## src/rtl/elevator_pkg.sv

```systemverilog
// Shared constants and types for the elevator button-panel front end.
package elevator_pkg;

  localparam int unsigned NUM_HALL_BUTTONS   = 12;
  localparam int unsigned NUM_CAR_BUTTONS    = 9;
  localparam int unsigned NUM_PANEL_CHANNELS = 30;

  // Channel index map: hall [11:0] -> 0..11, car-1 [9:1] -> 12..20, car-2 [9:1] -> 21..29
  localparam int unsigned HALL_BASE = 0;
  localparam int unsigned CAR1_BASE = HALL_BASE + NUM_HALL_BUTTONS;
  localparam int unsigned CAR2_BASE = CAR1_BASE + NUM_CAR_BUTTONS;

  localparam int unsigned CNT_W = 8;

  typedef enum logic {
    REQ_IDLE    = 1'b0,
    REQ_PENDING = 1'b1
  } req_state_e;

endpackage

```

## src/rtl/button_channel.sv

```systemverilog
// One button: 2-flop synchroniser, debounce, and request/timeout FSM.
module button_channel
  import elevator_pkg::*;
#(
  parameter int unsigned DEBOUNCE_CLKS = 4,
  parameter int unsigned ACK_TIMEOUT   = 16
) (
  input  logic clk,
  input  logic rst_n,
  input  logic i_raw,
  input  logic i_lamp,
  output logic o_pending,
  output logic o_drop_c
);

  localparam logic [CNT_W-1:0] DB_LAST  = CNT_W'(DEBOUNCE_CLKS - 1);
  localparam logic [CNT_W-1:0] AGE_LAST = CNT_W'(ACK_TIMEOUT - 1);

  logic             r_sync1;
  logic             r_sync2;
  logic             r_stable;
  logic [CNT_W-1:0] r_db_cnt;
  logic [CNT_W-1:0] r_age;
  req_state_e       r_state;

  req_state_e       w_state_nxt;
  logic [CNT_W-1:0] w_age_nxt;
  logic             w_drop;
  logic             w_accept;
  logic             w_press;

  // The debounced level changes on this edge; a press is that change going high
  assign w_accept = (r_sync2 != r_stable) && (r_db_cnt == DB_LAST);
  assign w_press  = w_accept && r_sync2;

  // Two-flop synchroniser for the asynchronous button line
  always_ff @(posedge clk or negedge rst_n) begin
    if (!rst_n) begin
      r_sync1 <= 1'b0;
      r_sync2 <= 1'b0;
    end else begin
      r_sync1 <= i_raw;
      r_sync2 <= r_sync1;
    end
  end

  // Debounce: accept a new level after DEBOUNCE_CLKS consecutive differing samples
  always_ff @(posedge clk or negedge rst_n) begin
    if (!rst_n) begin
      r_stable <= 1'b0;
      r_db_cnt <= '0;
    end else if (r_sync2 == r_stable) begin
      r_db_cnt <= '0;
    end else if (r_db_cnt == DB_LAST) begin
      r_stable <= r_sync2;
      r_db_cnt <= '0;
    end else begin
      r_db_cnt <= r_db_cnt + CNT_W'(1);
    end
  end

  // Request FSM state and age registers
  always_ff @(posedge clk or negedge rst_n) begin
    if (!rst_n) begin
      r_state <= REQ_IDLE;
      r_age   <= '0;
    end else begin
      r_state <= w_state_nxt;
      r_age   <= w_age_nxt;
    end
  end

  // Next-state: press opens a request, lamp acknowledges, age expiry drops (ack wins)
  always_comb begin
    w_state_nxt = r_state;
    w_age_nxt   = r_age;
    w_drop      = 1'b0;
    case (r_state)
      REQ_IDLE: begin
        if (w_press && !i_lamp) begin
          w_state_nxt = REQ_PENDING;
          w_age_nxt   = '0;
        end
      end
      REQ_PENDING: begin
        if (i_lamp) begin
          w_state_nxt = REQ_IDLE;
        end else if (r_age == AGE_LAST) begin
          w_state_nxt = REQ_IDLE;
          w_drop      = 1'b1;
        end else begin
          w_age_nxt = r_age + CNT_W'(1);
        end
      end
      default: w_state_nxt = REQ_IDLE;
    endcase
  end

  assign o_pending = (r_state == REQ_PENDING);
  assign o_drop_c  = w_drop;

endmodule

```

## src/rtl/elevator_button_panel.sv

```systemverilog
// Button-panel front end: 30 independent channels plus registered drop indicator.
module elevator_button_panel
  import elevator_pkg::*;
#(
  parameter int unsigned DEBOUNCE_CLKS = 4,
  parameter int unsigned ACK_TIMEOUT   = 16
) (
  input  logic                        clk,
  input  logic                        reset,
  input  logic [NUM_HALL_BUTTONS-1:0] rawHallButton,
  input  logic [9:1]                  rawCarButton1,
  input  logic [9:1]                  rawCarButton2,
  input  logic [NUM_HALL_BUTTONS-1:0] currentRealFloorButton,
  input  logic [9:1]                  currentInternalButton1,
  input  logic [9:1]                  currentInternalButton2,
  output logic [NUM_HALL_BUTTONS-1:0] newRealFloorButton,
  output logic [9:1]                  newInternalButton1,
  output logic [9:1]                  newInternalButton2,
  output logic                        dropPulse
);

  logic [NUM_PANEL_CHANNELS-1:0] w_raw;
  logic [NUM_PANEL_CHANNELS-1:0] w_lamp;
  logic [NUM_PANEL_CHANNELS-1:0] w_pending;
  logic [NUM_PANEL_CHANNELS-1:0] w_drop;
  logic                          r_drop_pulse;

  // Flatten the three buses into the channel index map
  assign w_raw  = {rawCarButton2, rawCarButton1, rawHallButton};
  assign w_lamp = {currentInternalButton2, currentInternalButton1, currentRealFloorButton};

  for (genvar g = 0; g < NUM_PANEL_CHANNELS; g++) begin : g_ch
    button_channel #(
      .DEBOUNCE_CLKS (DEBOUNCE_CLKS),
      .ACK_TIMEOUT   (ACK_TIMEOUT)
    ) u_ch (
      .clk       (clk),
      .rst_n     (reset),
      .i_raw     (w_raw[g]),
      .i_lamp    (w_lamp[g]),
      .o_pending (w_pending[g]),
      .o_drop_c  (w_drop[g])
    );
  end

  // Register the OR of all per-channel drop flags
  always_ff @(posedge clk or negedge reset) begin
    if (!reset) r_drop_pulse <= 1'b0;
    else        r_drop_pulse <= |w_drop;
  end

  assign newRealFloorButton = w_pending[CAR1_BASE-1:HALL_BASE];
  assign newInternalButton1 = w_pending[CAR2_BASE-1:CAR1_BASE];
  assign newInternalButton2 = w_pending[NUM_PANEL_CHANNELS-1:CAR2_BASE];
  assign dropPulse          = r_drop_pulse;

endmodule

```

## config.mk

```make
export PLATFORM = sky130hd
export DESIGN_NAME = elevator_button_panel
export DESIGN_NICKNAME = d
export VERILOG_FILES = /design/src/rtl/elevator_pkg.sv /design/src/rtl/button_channel.sv /design/src/rtl/elevator_button_panel.sv
export SDC_FILE = /design/constraint.sdc
export NUM_CORES = 1
export LEC_CHECK = 0
export CAP_MARGIN = 20
export CORE_ASPECT_RATIO = 1.2
export CORE_UTILIZATION = 45
export CTS_CLUSTER_DIAMETER = 40
export DETAILED_ROUTE_END_ITERATION = 12
export GPL_ROUTABILITY_DRIVEN = 0
export SKIP_CTS_REPAIR_TIMING = 1
export SLEW_MARGIN = 20
export SYNTH_ARGS = -nofsm -noshare
export SYNTH_HDL_FRONTEND = slang
export SYNTH_SLANG_ARGS = --single-unit
```

## constraint.sdc

```tcl
create_clock -name clk -period 4.5 [get_ports clk]
set_clock_uncertainty 0.1 [all_clocks]
set_input_delay 0.9 -clock clk [delete_from_list [all_inputs] [get_ports clk]]
set_output_delay 0.9 -clock clk [all_outputs]
set_load 0.01 [all_outputs]
```

Yosys cells after proc, flatten, opt, wreduce, memory -nomap -nowiden --
Index checks and enable logic that the tools add are counted.
Operators by class: bitwise logic cells 60, muxes and demuxes 390, $add $sub $neg 60, equal/unequal tests 210, reduce and logical (&&, ||, !) cells 181
Operators with widths (count):
- $mux W8 | 150
- $add A8 B1 Y8 const B | 60
- $pmux W8 S2 | 30
- $eq A8 B2 Y1 const B | 30
- $eq A8 B4 Y1 const B | 30
- $mux W1 | 180
- $ne A2 B2 Y1 const B | 60
- $logic_and A1 B1 Y1 | 90
- $reduce_and A3 Y1 | 30
- $ne A2 B1 Y1 const B | 30
- $not A1 Y1 | 60
- $pmux W1 S2 | 30
- $reduce_and A2 Y1 | 30
- $eq A1 B1 Y1 | 30
- $logic_not A1 Y1 | 30
- $ne A1 B1 Y1 | 30
- $reduce_or A30 Y1 | 1
Word-level totals: input bits 62, register bits 601

Longest topological paths before layout --
Gate-level depths: netlist of run 1.
word-level depth 6, mapped depth 8, mapped depth without buffers 7

Hierarchy --
A second synthesis of run 1 with hierarchy kept.
Unflattened totals: cells, all modules 2479, area, all modules 27704.1 µm²
Modules (own cells, without submodules):
- button_channel at g_ch[0].u_ch ... | cells an instance 82, area each 919.6 µm², seq. area each 500.5 µm², times used 28
- button_channel at g_ch[6].u_ch ... | cells an instance 86, area each 929.6 µm², seq. area each 500.5 µm², times used 2
- elevator_button_panel | cells an instance 11, area each 95.1 µm², seq. area each 25.0 µm², times used 1

Worst setup path before layout of run 1 --
Ideal clock, no wire load.
path kind input to register, from input currentInternalButton2[2] in the netlist's numbering, to register g_ch[22].u_ch.r_age[2], setup slack 2317 ps, arrival 1965 ps, cell stages on the path 4, data required time 4282 ps, setup time 118 ps, path through or4b_1 -> o21ai_2 -> o21ai_0 -> a21o_1
Between the ends: longest elaborated chain between the ends 4, elaborated cells on any way between the ends 5, classes of those cells eq/ne: 2; reduce/logical: 3
Ends and longest elaborated chain:
- from (decl) | line elevator_button_panel.sv:15 | input logic [9:1] currentInternalButton2,
- $logic_not A1 Y1 | line button_channel.sv:80 | if (w_press && !i_lamp) begin
- $logic_and A1 B1 Y1 | line button_channel.sv:80
- $ne A2 B1 Y1 (no line)
- $reduce_and A3 Y1 (no line) (*)
- to (signal assigned) | line button_channel.sv:69 | r_age <= w_age_nxt;
- to (decl) | line button_channel.sv:23 | logic [CNT_W-1:0] r_age;
Every way passes the cells marked *; elsewhere a longest branch is shown, timed or not. A chain may end at the register's enable or synchronous reset.

Worst setup path after layout of run 1 --
from register g_ch[11].u_ch.r_state, to output newRealFloorButton[11]
RTL lines:
- from (decl) | line button_channel.sv:24 | req_state_e r_state;
- from (signal assigned) | line button_channel.sv:68 | r_state <= w_state_nxt;
- to (decl) | line elevator_button_panel.sv:16 | output logic [NUM_HALL_BUTTONS-1:0] newRealFloorButton,
No word-level cell between the ends.

==> flow_summary.yaml, run 1 <==
run_status:
  run_status: "finished, final reports clean"
floorplanning:
  die_width_um: 229
  io-pin-count: 93
  fp.dieH_um: 275
  fp.dieArea_um2: 63100
  rows: 99
  initial_utilization_pct: 45.7
  core-area_um2: 61100
synth:
  synth_edf_count: 0
  synth_top_flop_cell: "dfrtp_1"
  yosys_warnings: 0
  syn_area_per_cell_um2: 10.2
  yosys.area.top_type_share_pct: 53.8
  yosysSeqAreaShare_pct: 53.8
  ys_ff_latch: 601
  synth.area.top_cells: "dfrtp_1 (54%), xor2_1 (5.5%), nor2_1 (4.3%), nand3_1 (4.0%), o21ai_0 (3.6%)"
  synthDominantAreaCellType: "dfrtp_1"
  synth-async-reset-ratio_pct: 100
  synth_fp_nets: 2849
  mapped_cell_area_um2: 27900
  synth_cell_type_count: 62
  netlist_instances: 2727
route:
  remaining_drc_errors: 0
  drt-vias-per-instance: 5.36
  drt_iter0_markers: 1272
  finalWirelength_um: 53100
  ant_nets: 0
  vias: 20100
  routedWlPerCell_um: 14.2
  first_pass_iters: 5
global_routing:
  globalRouteTotalUtil_pct: 17.2
  wire_length_of_the_first_global_routing_pass_um: 92700
  grt_pass1_vias: 20100
  overflow: 0
  maximum_number_of_pins_on_one_net_before_global_route_repair: 98
  antenna_found_initial: 1
sta:
  timing.final.max_slew_violations: 0
  setup_tns_ns: 0
  slew_at_the_pin_closest_to_its_max_slew_limit_ns: 0.745
  setup_violations: 0
  grt_setup_unrepaired: "no"
  post-route-period-util_pct: 63.5
  timing.final.crit_period_ns: 2.86
  timing.fmax_mhz: 350
  post_route_setup_slack_ns: 1.64
  hold_viol_final: 0
  relSlewSlack_pct: 49.0
hold_path:
  holdCritPathClass: "input pin to asynchronous set/reset pin"
place:
  placedInstanceArea_um2: 29700
  dp.cells: 3583
  io_buffer_count: 92
  placement.setup.worst_slack_ns: 1.30
  place_hpwl_um: 35900
critical_path:
  critical_path_data_arrival_time_ns: 1.86
  worstSetupEndpointType: "output port"
  critical_path_required_ns: 3.50
  critical-path-top-delay-family: "buffers and inverters"
  worstSetupPathDepth: 1
  startpoint_type: "register"
  cp_cell_sequence: "clkdlybuf4s50_1"
  crit_path_max_fanout: 14
  cpMaxStageDelayCell: "clkdlybuf4s50_1"
  path_class: "register to output port"
  worst_r2r_path_depth: 6
  cp_num_buf_inv: 1
  peak_per_stage_delay_on_the_critical_path_ns: 0.65
run:
  cap_viol_max_count: 0
clock_network:
  clock_latency_ns: 0.62
  cts_buffer_depth: 3
  cts_htree_levels: 3
  numCtsBuffers: 92
  cts_num_sinks: 601
  cts_tree: "built"
  clk_transition_reported_paths_ns: 0.05
  clock_tree_root_buffer_cell: "clkbuf_16"
pwr:
  clock_network_fraction_of_design_power_pct: 42.9
  sequentialPowerShare_pct: 42.6
  power.net_switching_mw: 4.81
  finalPower_mw: 16.7
  leakage_nw: 15.0
  p_int_mw: 11.9
  pwr-share-comb_pct: 14.4
  switching_share_pct: 28.7
  power.ir.vdd_worst_uv: 347
  p_per_area_nw_per_um2: 510
cells_and_area:
  final_cells: 3747
  layout.cell_area.non_filler_um2: 32800
  nNetsFinal: 2991
  syn_to_final_growth_pct: 17.6
  final_layout_size_suffix_gt1_share_pct: 8.23
  insertedDiodeCount: 0
synthesized netlist by cell type (all sizes together) (6+ instances only):
cell and number:
nand2b 30, inv 59, nor4 49, o21ai 203, nor2b 40, dfrtp 601, nand2 244, nor2 323
a31oi 44, mux2 35, nor3 16, nand3 224, xnor2 70, clkbuf 19, o221ai 9, o41ai 7
a21boi 6, or3 12, xor2 175, nor4b 9, or4 20, a21oi 14, and3 151, and2 33
nand4 28, o211ai 14, buf 39, nor3b 17, a21o 29, nand3b 10, o31ai 74, nand4b 16
ha 60, or2 11, a22o 6
cell usage in the layout (no fill, tap or decap), types with 33 or more instances in the layout:
cell type and instances:
a31oi_1 44, o31ai_1 74, nand2_1 244, clkdlybuf4s50_1 91, nand3_1 224, mux2_2 35, dfrtp_1 601, clkbuf_16 95
nor4_1 39, o21ai_0 201, ha_1 60, xnor2_1 70, nor2_1 323, and2_1 33, nor2b_1 40, inv_1 58
xor2_1 175, and3_1 148
path summary, 6_finish.rpt:
kind	startpoint	slack [ns]	endpoint
max	g_ch[11].u_ch.o_pending	1.64	newRealFloorButton[11]
min	reset	0.19	g_ch[4].u_ch.r_db_cnt[3]
max reg2reg	g_ch[22].u_ch.r_age[0]	1.90	dropPulse
min reg2reg	g_ch[17].u_ch.r_sync1	0.24	g_ch[17].u_ch.r_sync2
max in group asynchronous	reset	3.08	g_ch[20].u_ch.r_age[0]
min in group clk	g_ch[17].u_ch.r_sync1	0.24	g_ch[17].u_ch.r_sync2
metal layers:
| metal | GRT usage (%) | wire length [um] |
|---|---|---|
| met5 | 0 | 13 |
| met4 | 5.74 | 1070 |
| met3 | 3.63 | 2010 |
| met2 | 29.8 | 26300 |
| met1 | 21.4 | 23700 |
logic make-up (layout without fill, tap and decap cells):
logic type / count (synthesis) / after routing / synth area share, %
AO/OA/AOI/OAI: 426 / 426 / 9.55
XOR/XNOR: 245 / 245 / 7.68
adder cells (fa/ha/maj): 60 / 60 / 2.69
buffers and inverters: 117 / 329 / 2.08
flip-flops: 601 / 601 / 53.8
multiplexers: 37 / 37 / 1.48
AND/OR/NAND/NOR: 1241 / 1241 / 22.7
power groups by stage:
stage | clock network (mW) | logic [mW] | registers, mW
3_5_place_dp | 0 | 2.45 | 7.21
5_1_grt | 7.67 | 2.81 | 7.28
2_1_floorplan | 0 | 1.86 | 6.99
3_3_place_gp | 0 | 2.36 | 7.16
6_report | 7.19 | 2.42 | 7.14
4_1_cts | 7.42 | 2.47 | 7.13
flip-flops by register name, indices dropped and copies added, names as in the netlist:
register,flops
g_ch.u_ch.r_stable,30
g_ch.u_ch.r_sync1,30
g_ch.u_ch.r_sync2,30
g_ch.u_ch.o_pending,30
dropPulse,1
g_ch.u_ch.r_db_cnt,240
g_ch.u_ch.r_age,240
metrics by stage:
step / utilization [%] / hold slack (ns)
floorplan: - / 0.231
global placement: 48.6 / 0.233
detailed placement: 48.6 / 0.235
CTS: 53.8 / 0.205
global route: 53.8 / 0.232
finish: 53.8 / 0.193
layout make-up:
| type | instances | area [um2] |
|---|---|---|
| tap | 808 | 1010 |
| fill | 5307 | 28200 |
| multi-input combinational | 2009 | 12300 |
| clock buffer | 103 | 2450 |
| sequential | 601 | 15000 |
| clock inverter | 61 | 712 |
| inverter | 59 | 221 |
| timing repair buffer | 106 | 1110 |
Power figures use the tool's default switching activity.
==> run 2, diff against run 1 <==
clock period = 2.55 ns   (was 4.5 ns; I/O delays follow)
==> run 2 against run 1 <==
Against the previous run:
- worst setup slack got worse by 1.6 ns
- largest power group is now sequential cells
- core utilization increased by 0.15 points
- first-iteration DRC count decreased by 22%
- flip-flop and latch count unchanged
- combinational power increased by 79%
- highest routed layer unchanged
- routed wire length increased by 2.4%
- final area increased by 0.28%
==> flow_summary.yaml, run 2 (same netlist as run 1, synthesis figures left out) <==
run_status:
  run_status: "finished, final reports clean"
critical_path:
  worstSetupPathDepth: 1
  crit_path_max_fanout: 13
  crit-reg2reg-launch: "g_ch[20].u_ch.r_age[0]"
  cp_num_buf_inv: 1
  critical_path_data_arrival_time_ns: 1.86
  r2r_setup_slack_ns: 0.19
  cp_cell_sequence: "clkdlybuf4s50_1"
  r2r_end: "dropPulse"
  peak_per_stage_delay_on_the_critical_path_ns: 0.64
  worst_r2r_path_depth: 7
  path_class: "register to output port"
  worstSetupEndpointType: "output port"
  critical-path-top-delay-family: "buffers and inverters"
  critical_path_required_ns: 1.94
  cpMaxStageDelayCell: "clkdlybuf4s50_1"
  startpoint_type: "register"
clock_network:
  numCtsBuffers: 89
  cts_buffer_depth: 3
  clock_latency_ns: 0.63
  clock_tree_root_buffer_cell: "clkbuf_16"
  cts_num_sinks: 601
  cts_htree_levels: 3
  clk_transition_reported_paths_ns: 0.06
  cts_tree: "built"
global_routing:
  grt_pass1_vias: 20500
  wire_length_of_the_first_global_routing_pass_um: 95600
  gr-usage-met1_pct: 22.6
  maximum_number_of_pins_on_one_net_before_global_route_repair: 101
  antenna_found_initial: 1
  overflow: 0
  gr-usage-met3_pct: 3.17
  globalRouteTotalUtil_pct: 17.8
  most_crowded_layer_after_global_routing: "met2"
  met2_usage_pct: 30.6
cells_and_area:
  final_layout_size_suffix_gt1_share_pct: 8.68
  final_cells: 3768
  nNetsFinal: 3010
  syn_to_final_growth_pct: 17.9
  insertedDiodeCount: 0
  mostFrequentLayoutCells: "dfrtp_1 (600), nor2_1 (323), nand2_1 (244)"
  largest_registers: "g_ch.u_ch.r_age (240), g_ch.u_ch.r_db_cnt (240)"
  layout.cell_area.non_filler_um2: 32900
  final_common_cell: "dfrtp_1"
run:
  cap_viol_max_count: 0
floorplanning:
  fp.dieH_um: 275
  die_width_um: 229
  rows: 99
  fp.dieArea_um2: 63100
  core-area_um2: 61100
  initial_utilization_pct: 45.7
  io-pin-count: 93
pwr:
  leakage_nw: 15.0
  power.ir.vdd_worst_uv: 626
  p_per_area_nw_per_um2: 886
sta:
  grt_setup_unrepaired: "no"
  whs_ns: 0.218
  relSlewSlack_pct: 62.8
  slew_at_the_pin_closest_to_its_max_slew_limit_ns: 0.550
  hold_viol_final: 0
  post-route-period-util_pct: 96.7
  timing.final.max_slew_violations: 0
  timing.final.crit_period_ns: 2.47
  timing.fmax_mhz: 405
  setup_violations: 0
place:
  io_buffer_count: 92
  placedInstanceArea_um2: 29900
  dp.cells: 3604
  place_hpwl_um: 36900
route:
  first_pass_iters: 6
  drt-vias-per-instance: 5.38
  finalWirelength_um: 54300
  drt_iter0_markers: 997
  ant_nets: 0
  remaining_drc_errors: 0
  vias: 20300
  routedWlPerCell_um: 14.4
hold_path:
  hold_path.startpoint: "rawCarButton2[9]"
  holdCritPathClass: "input pin to register"
  holdPathStages: 1
  min_to: "g_ch[29].u_ch.r_sync1"
## run 2: worst max path at each step
stage,start,end,slack [ns]
6_report,g_ch[8].u_ch.o_pending,newRealFloorButton[8],0.08
5_1_grt,g_ch[8].u_ch.o_pending,newRealFloorButton[8],0.02
4_1_cts,g_ch[11].u_ch.o_pending,newRealFloorButton[11],0.02
3_5_place_dp,currentRealFloorButton[0],dropPulse,-0.16
3_3_place_gp,currentRealFloorButton[0],dropPulse,-0.27
2_1_floorplan,g_ch[20].u_ch.r_age[0],dropPulse,0.60
## run 2: layer usage
metal  routed length [um]  vias to the layer above  share of wire (%)
li1                     -                     9983                  -
met1                24400                     9932                 45
met3                 1990                       85                3.7
met5                   13                        -              0.024
met4                 1090                        2                2.0
met2                26900                      284                 49
## run 2: through the flow
stage | TNS (ns) | utilization [%] | total power [mW] | worst slack [ns]
3_3_place_gp | -0.271 | 48.9 | 16.9 | -0.271
5_1_grt | 0 | 53.9 | 31.0 | 0.0156
3_5_place_dp | -0.158 | 48.9 | 17.1 | -0.158
6_report | 0 | 53.9 | 29.2 | 0.0838
4_1_cts | 0 | 53.9 | 29.6 | 0.0203
2_1_floorplan | 0 | - | 15.6 | 0.600
## run 2: final cells by class
type,count,area [um2]
multi-input cells,2009,12300
repair buffers,128,1310
inverters,59,221
fillers,5257,28100
flip-flops and latches,601,15000
clock inverters,55,633
well taps,808,1010
clock buffers,108,2410
## run 2: report_power, final
| part | internal [mW] | total, mW | switching, mW |
|---|---|---|---|
| Clock | 7.58 | 12.3 | 4.68 |
| Sequential | 11.1 | 12.6 | 1.53 |
| Combinational | 1.94 | 4.33 | 2.40 |
==> variant: new RTL, settings of run 2 <==
Make the reset (`reset` and `rst_n`) synchronous in 4 clocked blocks. Comments in the files are not updated.
--- a/src/rtl/button_channel.sv
+++ b/src/rtl/button_channel.sv
@@ -34,7 +34,7 @@
   assign w_press  = w_accept && r_sync2;
 
   // Two-flop synchroniser for the asynchronous button line
-  always_ff @(posedge clk or negedge rst_n) begin
+  always_ff @(posedge clk) begin
     if (!rst_n) begin
       r_sync1 <= 1'b0;
       r_sync2 <= 1'b0;
@@ -45,7 +45,7 @@
   end
 
   // Debounce: accept a new level after DEBOUNCE_CLKS consecutive differing samples
-  always_ff @(posedge clk or negedge rst_n) begin
+  always_ff @(posedge clk) begin
     if (!rst_n) begin
       r_stable <= 1'b0;
       r_db_cnt <= '0;
@@ -60,7 +60,7 @@
   end
 
   // Request FSM state and age registers
-  always_ff @(posedge clk or negedge rst_n) begin
+  always_ff @(posedge clk) begin
     if (!rst_n) begin
       r_state <= REQ_IDLE;
       r_age   <= '0;
--- a/src/rtl/elevator_button_panel.sv
+++ b/src/rtl/elevator_button_panel.sv
@@ -44,7 +44,7 @@
   end
 
   // Register the OR of all per-channel drop flags
-  always_ff @(posedge clk or negedge reset) begin
+  always_ff @(posedge clk) begin
     if (!reset) r_drop_pulse <= 1'b0;
     else        r_drop_pulse <= |w_drop;
   end
Check against the original RTL: same outputs for any inputs over 4 cycles, from zero or initial values and one cycle with reset low; that may be too few to reach the edited logic, so the function may still have changed.
==> variant against run 2 <==
Final area down 3.4%. Worst hold slack worse by 0.028 ns. Area after synthesis down 3.9%. Die area down 3.9%. Count of clock-buffer cells in the layout down 2. Wire length down 0.54%. Global-route usage up 0.055 points. Via count up 2.0%. Sequential cell count unchanged. Worst setup slack better by 0.040 ns. Critical endpoint is now dropPulse.
Power is not compared: it rests on default switching activity, and its combinational part moved more than twofold at a synthesized area within 25%.
==> variant: results (changes against run 2) <==
Worst setup path
  • Critical path's slowest cell: a2111oi_2 (was clkdlybuf4s50_1)
  • R2R setup slack: 0.12 ns (was 0.19 ns)
  • Critical path arrival: 2.82 ns (was 1.86 ns)
  • Delay-heaviest family, CP: compound AO/OA/AOI/OAI gates (was buffers and inverters)
  • Crit-path max FO: 5 (was 13)
  • Reg2reg end: dropPulse (unchanged)
  • CP Class: flop to flop (was flop to output port)

Finish
  • Antenna Cells: 1 (was 0)
  • Clk_buf instances: 106 (was 108)
  • Non-clk bufs: 147 (was 128)
  • Seq/total area: 37.8% (was 45.7%)
  • Finished Core Util: 54.3% (was 53.9%)
  • Fillers: 5,292 (was 5,257)
  • Count of multi-input gates: 2,211 (was 2,009)
  • Nonclk inv count: 53 (was 59)
  • Fraction of layout cells with a size suffix above 1: 10.1% (was 8.68%)
  • Non-clock buffer share: 4.31% (was 3.98%)

Routing
  • TritonRoute pass-1 iters: 5 (was 6)
  • Via count: 20,700 (was 20,300)

Logic synthesis
  • Synth Instances: 2,942 (was 2,727)
  • Mux cell area share after synthesis: 1.30% (was 1.48%)
  • Post-Synth Adder-Cell Area: 2.80% (was 2.69%)
  • Syn_nets: 3,064 (was 2,849)
  • Synth area leaders: dfxtp_1, nor2_1, xnor2_1, nand3_1, xor2_1 (was dfrtp_1, xor2_1, nor2_1, nand3_1, o21ai_0)
  • Post-synth top flop: dfxtp_1 (was dfrtp_1)

Clock tree
  • CTS Buf Count: 83 (was 89)

GRT
  • Vias in the first global route: 20,100 (was 20,500)
  • Pin count of the biggest net entering global routing: 52 (was 101)
  • Gr usage total: 17.9% (was 17.8%)

Timing
  • Worst slew pin tran: 0.903 ns (was 0.550 ns)
  • Worst hold margin: 0.190 ns (was 0.218 ns)

Run status
  • Outcome: completed (unchanged)

Worst hold path
  • Hold-critical path depth: 2 (was 1)
  • Min-Delay Endpoint: g_ch[6].u_ch.r_age[7] (was g_ch[29].u_ch.r_sync1)

Floorplan
  • Tap cells: 792 (was 808)

Place
  • Final HPWL DP: 37,700 um (was 36,900 um)
  • DP Cell Count: 3,804 (was 3,604)
[variant: cell types whose count changed in the layout (fill, tap and decap cells not counted), sizes merged, moves of 82 or more]
cell   delta
o21ai   -134
a21oi    +82
dfrtp   -601
dfxtp   +601
nand2   -115
xnor2   +110
nor2    +175
[variant: routing by layer]
| layer | part of all wire, % | vias up | global-route usage (%) |
|---|---|---|---|
| li1 | - | 10600 | - |
| met1 | 45 | 9722 | 21.9 |
| met2 | 48 | 266 | 30.7 |
| met3 | 4.2 | 99 | 3.26 |
| met4 | 2.6 | 2 | 7.23 |
| met5 | 0.026 | - | 0 |
[variant: through the flow]
stage | worst slack [ns] | setup TNS [ns]
floorplan | 0.560 | 0
global placement | -0.627 | -0.627
detailed placement | -0.578 | -0.578
CTS | -0.253 | -0.253
global route | 0.0246 | 0
finish | 0.124 | 0
[variant: cells by family after synthesis]
kind of cell | Yosys count
mux | 34
flops | 601
compound gates | 322
xor+xnor | 332
fa+ha+maj | 60
buf+inv | 130
simple gates | 1463
